<file path="src/rtl/wshb_if.sv">
// Wishbone B4 pipelined-burst bus shared by the framebuffer writer and reader.
// Clock and reset travel with the bus so every agent on it sees the same pair.
interface wshb_if (
    input logic clk,
    input logic rst
);
    logic        cyc;
    logic        stb;
    logic        we;
    logic [3:0]  sel;
    logic [31:0] adr;
    logic [2:0]  cti;
    logic [1:0]  bte;
    logic        ack;
    logic [31:0] dat_sm;

    modport master (
        input  clk, rst, ack, dat_sm,
        output cyc, stb, we, sel, adr, cti, bte
    );

    modport slave (
        input  clk, rst, cyc, stb, we, sel, adr, cti, bte,
        output ack, dat_sm
    );
endinterface

</file>
<file path="src/rtl/fb_reader.sv">
// Streams the framebuffer from SDRAM in raster order into the display pixel FIFO
// using incrementing Wishbone bursts, wrapping to pixel 0 after the last pixel.
//
// state   | meaning
// S_IDLE  | stb low; start a burst when the FIFO has room for a full burst
// S_BURST | stb high; one word per ack, last beat tagged cti=111
module fb_reader #(
    parameter int HDISP = 800,
    parameter int VDISP = 480,
    parameter int BURST = 16
) (
    wshb_if.master      wshb_ifm,
    input  logic        fifo_walmost_full,
    output logic        fifo_write,
    output logic [31:0] fifo_wdata,
    input  logic        frame_restart
);
    localparam int NPIX   = HDISP * VDISP;
    localparam int PIX_W  = (NPIX > 1) ? $clog2(NPIX) : 1;
    localparam int BEAT_W = (BURST > 1) ? $clog2(BURST) : 1;

    localparam logic [PIX_W-1:0]  PIX_LAST    = PIX_W'(NPIX - 1);
    localparam logic [BEAT_W-1:0] BEAT_LAST   = BEAT_W'(BURST - 1);
    localparam logic [BEAT_W-1:0] BEAT_PENULT = BEAT_W'(BURST - 2);

    localparam logic [2:0] CTI_CLASSIC = 3'b000;
    localparam logic [2:0] CTI_INCR    = 3'b010;
    localparam logic [2:0] CTI_END     = 3'b111;
    localparam logic [2:0] CTI_FIRST   = (BURST == 1) ? CTI_END : CTI_INCR;

    if (BURST < 1 || (NPIX % BURST) != 0) begin : g_bad_burst
        $error("fb_reader: BURST must be >= 1 and divide HDISP*VDISP");
    end

    typedef enum logic {S_IDLE, S_BURST} state_t;

    state_t            state;
    logic              stb_r;
    logic [2:0]        cti_r;
    logic [PIX_W-1:0]  pix;
    logic [PIX_W-1:0]  pix_next;
    logic [BEAT_W-1:0] beat;
    logic              restart_pend;

    assign wshb_ifm.cyc = stb_r;
    assign wshb_ifm.stb = stb_r;
    assign wshb_ifm.we  = 1'b0;
    assign wshb_ifm.sel = 4'hF;
    assign wshb_ifm.bte = 2'b00;
    assign wshb_ifm.cti = cti_r;
    assign wshb_ifm.adr = 32'({pix, 2'b00});

    always_comb begin
        pix_next = (pix == PIX_LAST) ? '0 : pix + 1'b1;
    end

    always_ff @(posedge wshb_ifm.clk) begin
        if (wshb_ifm.rst) begin
            state        <= S_IDLE;
            stb_r        <= 1'b0;
            cti_r        <= CTI_CLASSIC;
            pix          <= '0;
            beat         <= '0;
            restart_pend <= 1'b0;
            fifo_write   <= 1'b0;
            fifo_wdata   <= '0;
        end else begin
            fifo_write <= 1'b0;
            if (stb_r && wshb_ifm.ack) begin
                fifo_write <= 1'b1;
                fifo_wdata <= wshb_ifm.dat_sm;
            end

            case (state)
                S_IDLE: begin
                    // A restart wins over a start; the burst goes out next cycle from pixel 0.
                    if (frame_restart) begin
                        pix <= '0;
                    end else if (!fifo_walmost_full) begin
                        state <= S_BURST;
                        stb_r <= 1'b1;
                        beat  <= '0;
                        cti_r <= CTI_FIRST;
                    end
                end

                S_BURST: begin
                    if (wshb_ifm.ack && beat == BEAT_LAST) begin
                        state        <= S_IDLE;
                        stb_r        <= 1'b0;
                        cti_r        <= CTI_CLASSIC;
                        beat         <= '0;
                        pix          <= (restart_pend || frame_restart) ? '0 : pix_next;
                        restart_pend <= 1'b0;
                    end else begin
                        if (wshb_ifm.ack) begin
                            beat  <= beat + 1'b1;
                            pix   <= pix_next;
                            cti_r <= (beat == BEAT_PENULT) ? CTI_END : CTI_INCR;
                        end
                        // The running burst finishes on its own addresses; the restart lands at its end.
                        if (frame_restart) begin
                            restart_pend <= 1'b1;
                        end
                    end
                end

                default: begin
                    state <= S_IDLE;
                    stb_r <= 1'b0;
                    cti_r <= CTI_CLASSIC;
                end
            endcase
        end
    end
endmodule

</file>
<file path="src/flat_wrapper.sv">
// flat-port wrapper written by rule: the top's interface ports become plain ports
module fb_reader_flat 
#(
    parameter int HDISP = 800,
    parameter int VDISP = 480,
    parameter int BURST = 16
)
  (fifo_walmost_full, fifo_write, fifo_wdata, frame_restart, clk, rst, wshb_ifm_ack, wshb_ifm_dat_sm, wshb_ifm_cyc, wshb_ifm_stb, wshb_ifm_we, wshb_ifm_sel, wshb_ifm_adr, wshb_ifm_cti, wshb_ifm_bte);
  wshb_if wshb_ifm_i (.clk(clk), .rst(rst));
  input  logic fifo_walmost_full;
  output logic fifo_write;
  output logic [31:0] fifo_wdata;
  input  logic frame_restart;
  input wire logic clk;
  input wire logic rst;
  input wire logic [$bits(wshb_ifm_i.ack)-1:0] wshb_ifm_ack;
  input wire logic [$bits(wshb_ifm_i.dat_sm)-1:0] wshb_ifm_dat_sm;
  output wire logic [$bits(wshb_ifm_i.cyc)-1:0] wshb_ifm_cyc;
  output wire logic [$bits(wshb_ifm_i.stb)-1:0] wshb_ifm_stb;
  output wire logic [$bits(wshb_ifm_i.we)-1:0] wshb_ifm_we;
  output wire logic [$bits(wshb_ifm_i.sel)-1:0] wshb_ifm_sel;
  output wire logic [$bits(wshb_ifm_i.adr)-1:0] wshb_ifm_adr;
  output wire logic [$bits(wshb_ifm_i.cti)-1:0] wshb_ifm_cti;
  output wire logic [$bits(wshb_ifm_i.bte)-1:0] wshb_ifm_bte;
  assign wshb_ifm_i.ack = wshb_ifm_ack;
  assign wshb_ifm_i.dat_sm = wshb_ifm_dat_sm;
  assign wshb_ifm_cyc = wshb_ifm_i.cyc;
  assign wshb_ifm_stb = wshb_ifm_i.stb;
  assign wshb_ifm_we = wshb_ifm_i.we;
  assign wshb_ifm_sel = wshb_ifm_i.sel;
  assign wshb_ifm_adr = wshb_ifm_i.adr;
  assign wshb_ifm_cti = wshb_ifm_i.cti;
  assign wshb_ifm_bte = wshb_ifm_i.bte;
  fb_reader #(.HDISP(HDISP), .VDISP(VDISP), .BURST(BURST)) u_core (.wshb_ifm(wshb_ifm_i), .fifo_walmost_full(fifo_walmost_full), .fifo_write(fifo_write), .fifo_wdata(fifo_wdata), .frame_restart(frame_restart));
endmodule
</file>
<file path="config.mk">
export PLATFORM = sky130hd
export DESIGN_NAME = fb_reader_flat
export DESIGN_NICKNAME = d
export VERILOG_FILES = /design/src/rtl/wshb_if.sv /design/src/rtl/fb_reader.sv /design/src/flat_wrapper.sv
export SDC_FILE = /design/constraint.sdc
export NUM_CORES = 1
export LEC_CHECK = 0
export CAP_MARGIN = 10
export CORE_ASPECT_RATIO = 0.75
export CORE_MARGIN = 2
export CORE_UTILIZATION = 43
export DETAILED_ROUTE_END_ITERATION = 10
export PLACE_DENSITY = 0.78
export REMOVE_ABC_BUFFERS = 1
export SYNTH_ARGS = -nofsm -noshare
export SYNTH_HDL_FRONTEND = slang
export SYNTH_SLANG_ARGS = --single-unit
</file>
<file path="constraint.sdc">
create_clock -name clk -period 1.9 [get_ports clk]
set_input_delay 0.19 -clock clk [delete_from_list [all_inputs] [get_ports clk]]
set_output_delay 0.19 -clock clk [all_outputs]
set_load 0.03 [all_outputs]
</file>
* Word level (Yosys, flattened, before mapping)
Cells that the tools add are included.
Storage, ports and cells: flip-flop bits (word level) 62, latch bits 0, RAM bits 0, ROM bits 0, output and inout bits 77, memories 0
Operators by class: add/subtract/negate cells 2, multiply operators 0, divide/modulo/power cells 0, magnitude comparators 0, equality and inequality tests 8, shifts and indexed selects 0, muxes and demuxes 28, bitwise logic cells 1, reduce and logical (&&, ||, !) cells 8
Operators with widths (count):
- $mux 19 | 5
- $pmux 19 s2 | 1
- $add 19x1->19 const B | 1
- $eq 19x19->1 const B | 1
- $mux 4 | 4
- $mux 3 | 5
- $mux 1 | 9
- $eq 4x4->1 const B | 2
- $ne 2x2->1 const B | 4
- $pmux 4 s2 | 1
- $pmux 3 s2 | 1
- $reduce_and 3->1 | 2
- $add 4x1->4 const B | 1
- $pmux 1 s2 | 2
- $reduce_and 2->1 | 2
- $ne 3x3->1 const B | 1
- $logic_and 1x1->1 | 2
- $reduce_bool 2->1 | 1
- $logic_or 1x1->1 | 1
- $not 1->1 | 1

* Longest topological paths before layout
Gate-level depths: netlist of the first run.
depth after elaboration 5, gate-level depth with buffers 7, gate-level depth less buffers 6

* Least setup slack after synthesis of the first run
No wires, ideal clock.
kind reg-to-reg, from register u_core.pix[0], to register u_core.pix[12], library setup time 74 ps, arrival time 1813 ps, data required time 1826 ps, slack 13 ps, cell stages (with the launch flop) 7, path buffers 0, clock period less this slack 1887 ps, path through dfxtp_1 -> ha_1 -> nand2_1 -> nor3_2 -> nand3_1 -> or3_1 -> a31oi_1
Between the ends: word-level cells in the longest chain between the ends 5
Ends and longest elaborated chain:
- start, declared | RTL line fb_reader.sv:40 | logic [PIX_W-1:0] pix;
- start signal, assigned | RTL line fb_reader.sv:93 | pix <= (restart_pend || frame_restart) ? '0 : pix_next;
- start signal, assigned | RTL line fb_reader.sv:98 | pix <= pix_next;
- $add 19x1->19 / $eq 19x19->1 (equally long branches) | RTL line fb_reader.sv:54 | pix_next = (pix == PIX_LAST) ? '0 : pix + 1'b1;
- $mux 19 (*) | RTL line fb_reader.sv:54
- $mux 19 (on tied branches) | RTL line fb_reader.sv:96, fb_reader.sv:93
- $mux 19 (*) | RTL line fb_reader.sv:88 | if (wshb_ifm.ack && beat == BEAT_LAST) begin
- $pmux 19 s2 (*) | RTL line fb_reader.sv:74 | case (state)
Every way passes the cells marked *; elsewhere a longest branch is shown, timed or not. The select of a mux whose other input is x is not followed. A chain may end at the register's enable or synchronous reset.

* Final worst setup path of the first run
from register u_core.pix[7], to register u_core.pix[18]
The elaborated chain is that of the path after synthesis.

==> flow_summary.toml, run 1 <==
[run_status]
status = "completed"

[sta]
fin_crit_ns = 1.75
finClkSkew_ns = 0.00388
finalMaxSlewViolations = 0
rsz0062_at_grt = "no"
period_share_pct = 92.1
max_freq_mhz = 572
setup_viol = 0
final-hold-violation-count = 0
setup_tns_ns = 0

[placement]
dp_cells = 519
io_buffers = 93
gp_congestion = 0.787
hpwl_mm = 4.79

[final_layout]
final_common_cell = "clkdlybuf4s50_1"
mostFrequentLayoutCells = "92 x clkdlybuf4s50_1, 88 x nand2_1, 61 x dfxtp_1"
drive_above_1_share_pct = 9.25
nNetsFinal = 489
final_cells = 535
diodes = 0
area_growth_pct = 44.7

[worst_hold_path]
worstHoldStart = "rst"
hold_path.class = "in2reg"
holdPathStages = 2
holdPathEnd = "u_core.wshb_ifm.cti[0]"

[die]
placeableCoreArea_sq_um = 6220
ios = 114
start_util_pct = 43.9
die_w_um = 96.0
dieHeight_um = 73.0
dieArea_sq_um = 7010
row_count = 25

[clock_network]
clk_latency_ns = 0.32
cts_num_sinks = 61
ctsHoldBuffers = 0
clockRootBuffer = "clkbuf_8"
htree_num_levels = 3
clk_path_buf_depth = 2
path_clk_slew_ns = 0.07
numCtsBuffers = 9
cts_tree = "built"
cts_setup_buffers = 0

[worst_setup_path]
worstPathArrival_ns = 2.00
r2r_slack_ns = 0.15
startpoint = "u_core.pix[7]"
critPathRequiredTime_ns = 2.15
r2r_start = "u_core.pix[7]"
crit_slowest_cell = "dfxtp_1"
path_max_fanout = 7
path_class = "reg2reg"
ff2ff_path_depth = 5
start_kind = "flip-flop"
cp_cell_sequence = "nand4_2 > nor3_4 > nand4_1 > or3_1 > a31oi_1"
cpPeakStageDelay_ns = 0.44
end_kind = "flip-flop"
worstReg2RegEnd = "u_core.pix[18]"

[grt]
grt_pass1_wl_mm = 10.8
grt_usage_pct = 19.7
gr-total-overflow = 0
grt_pass1_vias = 2316
antenna_found_initial = 0
grt_max_degree = 40

[synth]
synth-seq-cells = 61
ys.flop_type = "dfxtp_1"
synth_edf_count = 0
yosys-top-cells-area = "dfxtp_1 45%, nand2_1 12%, a21oi_1 8.2%"
synthesis.area_sq_um = 2730
syn_inst = 352
synth_cell_types = 39
synth.avg_cell_area_sq_um = 7.76
synth-async-reset-ratio_pct = 0
yosys_warnings = 0
yosysSeqAreaShare_pct = 44.7
synth_top_cell_area_share_pct = 44.7
synth_top_cell_by_area = "dfxtp_1"

[routing]
vias_per_cell = 4.96
via_count = 2653
wl_per_cell_um = 12.8
wl_mm = 6.86
first_iter_violations = 146
first_pass_iters = 4
drc_errors = 0
detail-route-antenna-nets = 0

[power_and_ir_drop]
power.density_nw_per_um2 = 713
leakage_uw = 0.00138
ir_drop_mv = 0.562

[job]
maxCapViolCount = 0
## per-layer routing
metal  GRT usage (%)  up-vias  routed length (um)
met2            29.8       77                3210
met3            7.13       11                 422
met5               0        -                   0
li1                -     1343                   -
met4            7.14        0                  90
met1            25.9     1222                3140
## worst max-delay path by stage
stage               slack (ns)             end  depth (start not counted)
floorplan                 0.01  u_core.pix[12]                          6
global placement          0.08   u_core.pix[4]                          6
detailed placement       0.008  u_core.pix[18]                          6
CTS                       0.14  u_core.pix[18]                          5
global route            0.0005  u_core.pix[16]                          5
finish                    0.15  u_core.pix[18]                          5
## layout make-up
cell class                 instances  area (sq um)
sequential                        61          1220
tap                               81           101
inverter                           5          18.8
clock inverter                     7          66.3
fill                             534          2270
multi-input combinational        263          1310
clock buffer                       9           124
timing repair buffer             109          1110
## worst max-delay path: cells and delay by family, from the launching register on
family	cells	cell delay (ns)
AO/OA/AOI/OAI	1	0.17
AND/OR/NAND/NOR	4	1.06
flip-flops	1	0.44
## flip-flops by register name, indices dropped and copies added, names as in the netlist
name,count
u_core.state,1
u_core.fifo_write,1
u_core.wshb_ifm.cti,2
u_core.pix,19
u_core.restart_pend,1
u_core.beat,4
u_core.fifo_wdata,32
u_core.wshb_ifm.cyc,1
## what timing repair did
| item | 4_1_cts | 5_1_grt |
|---|---|---|
| endpoints found under the setup margin | 0 | 12 |
| hold endpoints to repair | 0 | 0 |
| gates resized for setup | 0 | 2 |
## metrics by stage
step | hold WS, ns | area (sq um) | util (%) | power, uW | worst slack (ns)
2_1_floorplan | 0.259 | 2550 | - | 1540 | 0.0126
3_3_place_gp | 0.438 | 3760 | 60.4 | 1740 | 0.0759
5_1_grt | 0.262 | 3950 | 63.5 | 2940 | 0.000456
4_1_cts | 0.253 | 3950 | 63.4 | 2860 | 0.138
3_5_place_dp | 0.439 | 3760 | 60.4 | 1750 | 0.00761
6_report | 0.272 | 3950 | 63.5 | 2820 | 0.151
## where the power goes
group          leakage, uW  internal [uW]  total [uW]  switching [uW]
logic             0.000784            167         396             229
registers         0.000494           1310        1320            15.9
clock network    0.0000987            598        1100             501
total              0.00138           2070        2820             746
## logic make-up (layout without fill, tap and decap cells)
kind of cell    Yosys count  after routing  synth area share (%)
simple gates            168            168                  28.4
mux                       1              1                 0.366
other cells               2             20                 0.275
xor+xnor                  1              1                 0.321
flops                    61             61                  44.7
compound gates           70             70                  14.7
buf+inv                  46            130                  9.85
fa+ha+maj                 3              3                  1.37
## synth_stat cells, types with 2 or more instances
cell type  number
nand4_1         5
buf_2           2
o21ai_0         3
nand3b_1        3
nand2_1        88
conb_1          2
dfxtp_1        61
a21oi_1        45
nor2b_1         2
buf_4          23
clkbuf_1       11
inv_1           5
or3_1          12
ha_1            3
nor3_1          3
buf_1           4
nor2_1         24
a31oi_1        13
nand3_1        23
Power figures use the tool's default switching activity.
==> run 2, diff against run 1 <==
--- a/config.mk
+++ b/config.mk
@@ -10,7 +10,7 @@
 export CORE_MARGIN = 2
 export CORE_UTILIZATION = 43
 export DETAILED_ROUTE_END_ITERATION = 10
-export PLACE_DENSITY = 0.78
+export PLACE_DENSITY = 0.92
 export REMOVE_ABC_BUFFERS = 1
 export SYNTH_ARGS = -nofsm -noshare
 export SYNTH_HDL_FRONTEND = slang
==> flow_summary.toml, run 2 (same netlist as run 1, synthesis figures left out) <==
[final_layout]
area_growth_pct = 43.5
diodes = 0
final_cells = 534
reg_top3 = "u_core.fifo_wdata x32, u_core.pix x19, u_core.beat x4"
fillers = 542
largest-register = "u_core.fifo_wdata"
regArea_sq_um = 1220
mostFrequentLayoutCells = "92 x clkdlybuf4s50_1, 88 x nand2_1, 61 x dfxtp_1"
drive_above_1_share_pct = 8.83
nNetsFinal = 490
largest_register_ffs = 32
final_area_sq_um = 3920
final_common_cell = "clkdlybuf4s50_1"
multi_input_area_sq_um = 1320

[grt]
grt_pass1_vias = 2453
antenna_found_initial = 0
gr-total-overflow = 0
grt_max_degree = 34
grt_usage_pct = 20.2
grt_pass1_wl_mm = 11.1

[clock_network]
clk_latency_ns = 0.31
numCtsBuffers = 9
clk_path_buf_depth = 2
cts_tree = "built"
cts_num_sinks = 61
clockRootBuffer = "clkbuf_8"
cts_setup_buffers = 0
path_clk_slew_ns = 0.06
htree_num_levels = 3

[worst_setup_path]
path_class = "reg2reg"
crit_slowest_cell = "dfxtp_1"
worstPathArrival_ns = 2.01
path_max_fanout = 7
cpPeakStageDelay_ns = 0.45
start_kind = "flip-flop"
cp_cell_sequence = "nand4_2 > nor3_4 > nand4_1 > or3_1 > a31oi_1"
end_kind = "flip-flop"
critPathRequiredTime_ns = 2.13

[sta]
setup_ws_ns = 0.124
setup_viol = 0
max_freq_mhz = 563
finalMaxSlewViolations = 0
finClkSkew_ns = 0.00667
setup_tns_ns = 0
final-hold-violation-count = 0
fin_crit_ns = 1.78
period_share_pct = 93.5
rsz0062_at_grt = "no"

[power_and_ir_drop]
p_clk_share_pct = 36.3
pwr-share-comb_pct = 14.5
p_int_uw = 2000
leakage_uw = 0.00136
seq_power_share_pct = 49.3
ir_drop_mv = 0.516
report.power.total_uw = 2690
switching_share_pct = 25.8
switching_power_uw = 693
power.density_nw_per_um2 = 686

[routing]
first_pass_iters = 5
vias_per_cell = 5.01
detail-route-antenna-nets = 0
wl_mm = 7.01
wl_per_cell_um = 13.1
via_count = 2673
first_iter_violations = 148
drc_errors = 0

[run_status]
status = "completed"

[placement]
dp_cells = 520
io_buffers = 93
hpwl_mm = 5.09
dpl_worst_slack_ns = -0.0543
place_area_sq_um = 3740
gp_congestion = 0.809

[die]
row_count = 25
placeableCoreArea_sq_um = 6220
die_w_um = 96.0
dieHeight_um = 73.0
dieArea_sq_um = 7010
start_util_pct = 43.9
ios = 114

[worst_hold_path]
hold_path.class = "in2reg"

[job]
maxCapViolCount = 0
## run 2: path summary, 6_finish.rpt
kind / start / to / slack, ns / depth (start not counted)
setup / recovery: u_core.pix[7] / u_core.pix[16] / 0.12 / 5
setup reg to reg: u_core.pix[7] / u_core.pix[16] / 0.12 / 5
hold reg to reg: u_core.wshb_ifm.cti[1] / u_core.wshb_ifm.cti[1] / 0.45 / 2
hold / removal: rst / u_core.beat[0] / 0.27 / 2
## run 2: through the flow
step                      hold slack [ns]  util, %
after floorplan                     0.259        -
after global placement              0.436     60.1
after detailed placement            0.444     60.1
after CTS                           0.263     62.8
after global routing                0.293     63.0
final                               0.267     63.0
## run 2: power groups by stage
stage	registers (uW)	logic, uW	clock network (uW)
2_1_floorplan	1410	128	0
3_5_place_dp	1350	387	0
3_3_place_gp	1350	382	0
6_report	1330	389	975
5_1_grt	1330	418	1070
4_1_cts	1330	389	1010
## run 2: layer usage
layer	track usage, %	part of all wire [%]	up-vias
met2	33.4	50	90
met1	24.7	42	1227
met5	0	0	-
met4	7.30	1.2	0
met3	6.40	6.3	10
li1	-	-	1346
## run 2: repair_timing
| item | 4_1_cts | 5_1_grt |
|---|---|---|
| resized for setup | 0 | 3 |
| endpoints found under the setup margin | 0 | 9 |
| hold buffers | 0 | 0 |
## run 2: final cells by class
type	count	area share (%)
Clock buffer	12	3.96
Clock inverter	2	0.255
Inverter	5	0.479
Multi-Input combinational cell	263	33.7
Sequential cell	61	31.2
Tap cell	81	2.59
Timing Repair Buffer	110	27.8
## run 2: critical path: cells and delay by family, from the launching register on
kind               cells  cell delay [ns]
and+or+nand+nor        4             1.06
DFF                    1             0.45
AOI/OAI and AO/OA      1             0.19
==> run 3, diff against run 2 <==
--- a/config.mk
+++ b/config.mk
@@ -7,7 +7,7 @@
 export LEC_CHECK = 0
 export CAP_MARGIN = 10
 export CORE_ASPECT_RATIO = 0.75
-export CORE_MARGIN = 2
+export CORE_MARGIN = 3
 export CORE_UTILIZATION = 43
 export DETAILED_ROUTE_END_ITERATION = 10
 export PLACE_DENSITY = 0.92
==> flow_summary.toml, run 3 (same netlist as run 1, synthesis figures left out) <==
[routing]
highest_layer = "met4"
first_pass_iters = 4
wl_mm = 7.12
wl_per_cell_um = 13.3
vias_per_cell = 5.04
drc_errors = 0
detail-route-antenna-nets = 0
dr_wl_met3_um = 443
route.met2.wl_mm = 3.54
first_iter_violations = 165
m1WireLength_mm = 3.05
via_count = 2685

[die]
start_util_pct = 45.7
die_w_um = 98.0
ios = 114
placeableCoreArea_sq_um = 5980
dieArea_sq_um = 7350
dieHeight_um = 75.0
row_count = 24

[sta]
rsz0062_at_grt = "no"
finClkSkew_ns = 0.00882
holdWs_ns = 0.289
setup_tns_ns = 0
setup_ws_ns = 0.114
finalMaxSlewViolations = 0
period_share_pct = 94.0
max_freq_mhz = 560
final-hold-violation-count = 0
fin_crit_ns = 1.79
setup_viol = 0

[clock_network]
htree_num_levels = 3
clockRootBuffer = "clkbuf_8"
cts_setup_buffers = 0
clk_path_buf_depth = 2
path_clk_slew_ns = 0.07
numCtsBuffers = 9
cts_tree = "built"
cts_num_sinks = 61
clk_latency_ns = 0.33

[final_layout]
final_cells = 533
multi_input_area_sq_um = 1310
fillers = 489
reg_top3 = "u_core.fifo_wdata x32, u_core.pix x19, u_core.beat x4"
diodes = 0
area_growth_pct = 44.5
final_common_cell = "clkdlybuf4s50_1"
largest-register = "u_core.fifo_wdata"
largest_register_ffs = 32
final_area_sq_um = 3950
nNetsFinal = 490
regArea_sq_um = 1220
drive_above_1_share_pct = 9.01
mostFrequentLayoutCells = "92 x clkdlybuf4s50_1, 88 x nand2_1, 61 x dfxtp_1"

[power_and_ir_drop]
leakage_uw = 0.00137
p_int_uw = 2110
pwr-share-comb_pct = 13.9
switching_power_uw = 728
seq_power_share_pct = 46.6
switching_share_pct = 25.6
ir_drop_mv = 0.414
p_clk_share_pct = 39.4
power.density_nw_per_um2 = 720

[worst_setup_path]
path_class = "reg2reg"
ff2ff_path_depth = 5
cpPeakStageDelay_ns = 0.46
worstPathArrival_ns = 2.04
start_kind = "flip-flop"
path_max_fanout = 7
end_kind = "flip-flop"
critPathRequiredTime_ns = 2.15
cp_cell_sequence = "nand4_2 > nor3_4 > nand4_1 > or3_1 > a31oi_1"
crit_slowest_cell = "dfxtp_1"

[grt]
grt_max_degree = 34
grt_pass1_vias = 2473
antenna_found_initial = 0
gr-total-overflow = 0
grt_usage_pct = 19.1
grt_pass1_wl_mm = 11.2

[placement]
place_area_sq_um = 3750
io_buffers = 93
gp_congestion = 0.848
dpl_worst_slack_ns = -0.0142
hpwl_mm = 5.09
dp_cells = 517

[job]
maxCapViolCount = 0

[run_status]
status = "completed"

[worst_hold_path]
holdPathStages = 3
hold_path.class = "in2reg"
==> run 3: worst max-delay path: cells and delay by family, from the launching register on <==
| family | cells | cell delay, ns |
|---|---|---|
| AO/OA/AOI/OAI | 1 | 0.19 |
| flip-flops | 1 | 0.46 |
| AND/OR/NAND/NOR | 4 | 1.05 |
==> run 3: stage by stage <==
stage,util [%],power (uW)
after global placement,62.8,1740
after detailed placement,62.8,1750
after CTS,66.0,2880
after floorplan,-,1540
final,66.0,2840
after global routing,66.0,2970
==> run 3: worst paths after layout <==
kind,startpoint,end,slack (ns)
min reg2reg,u_core.wshb_ifm.cti[1],u_core.wshb_ifm.cti[1],0.45
max,u_core.pix[7],u_core.pix[15],0.11
max reg2reg,u_core.pix[7],u_core.pix[15],0.11
min,rst,u_core.wshb_ifm.cti[1],0.29
==> run 3: final cells by class <==
type,count,area share [%]
timing repair buffer,110,28.0
multi-input combinational,263,33.3
clock inverter,4,1.20
tap,78,2.47
inverter,5,0.476
clock buffer,12,3.68
sequential,61,30.9
==> run 3: routing by layer <==
metal  vias up  track usage, %
li1       1351               -
met1      1237            22.7
met2        87            31.9
met3        10            8.61
met4         0            5.38
met5         -               0
==> run 3: power by group through the flow <==
stage	clock network, uW	logic, uW	registers [uW]
2_1_floorplan	0	128	1410
3_3_place_gp	0	389	1350
3_5_place_dp	0	393	1350
4_1_cts	1160	395	1320
5_1_grt	1220	425	1330
6_report	1120	396	1320
==> run 3: timing repair <==
action / 4_1_cts / 5_1_grt
hold buffers: 0 / 0
gates resized for setup: 0 / 2
setup endpoints to repair: 0 / 4
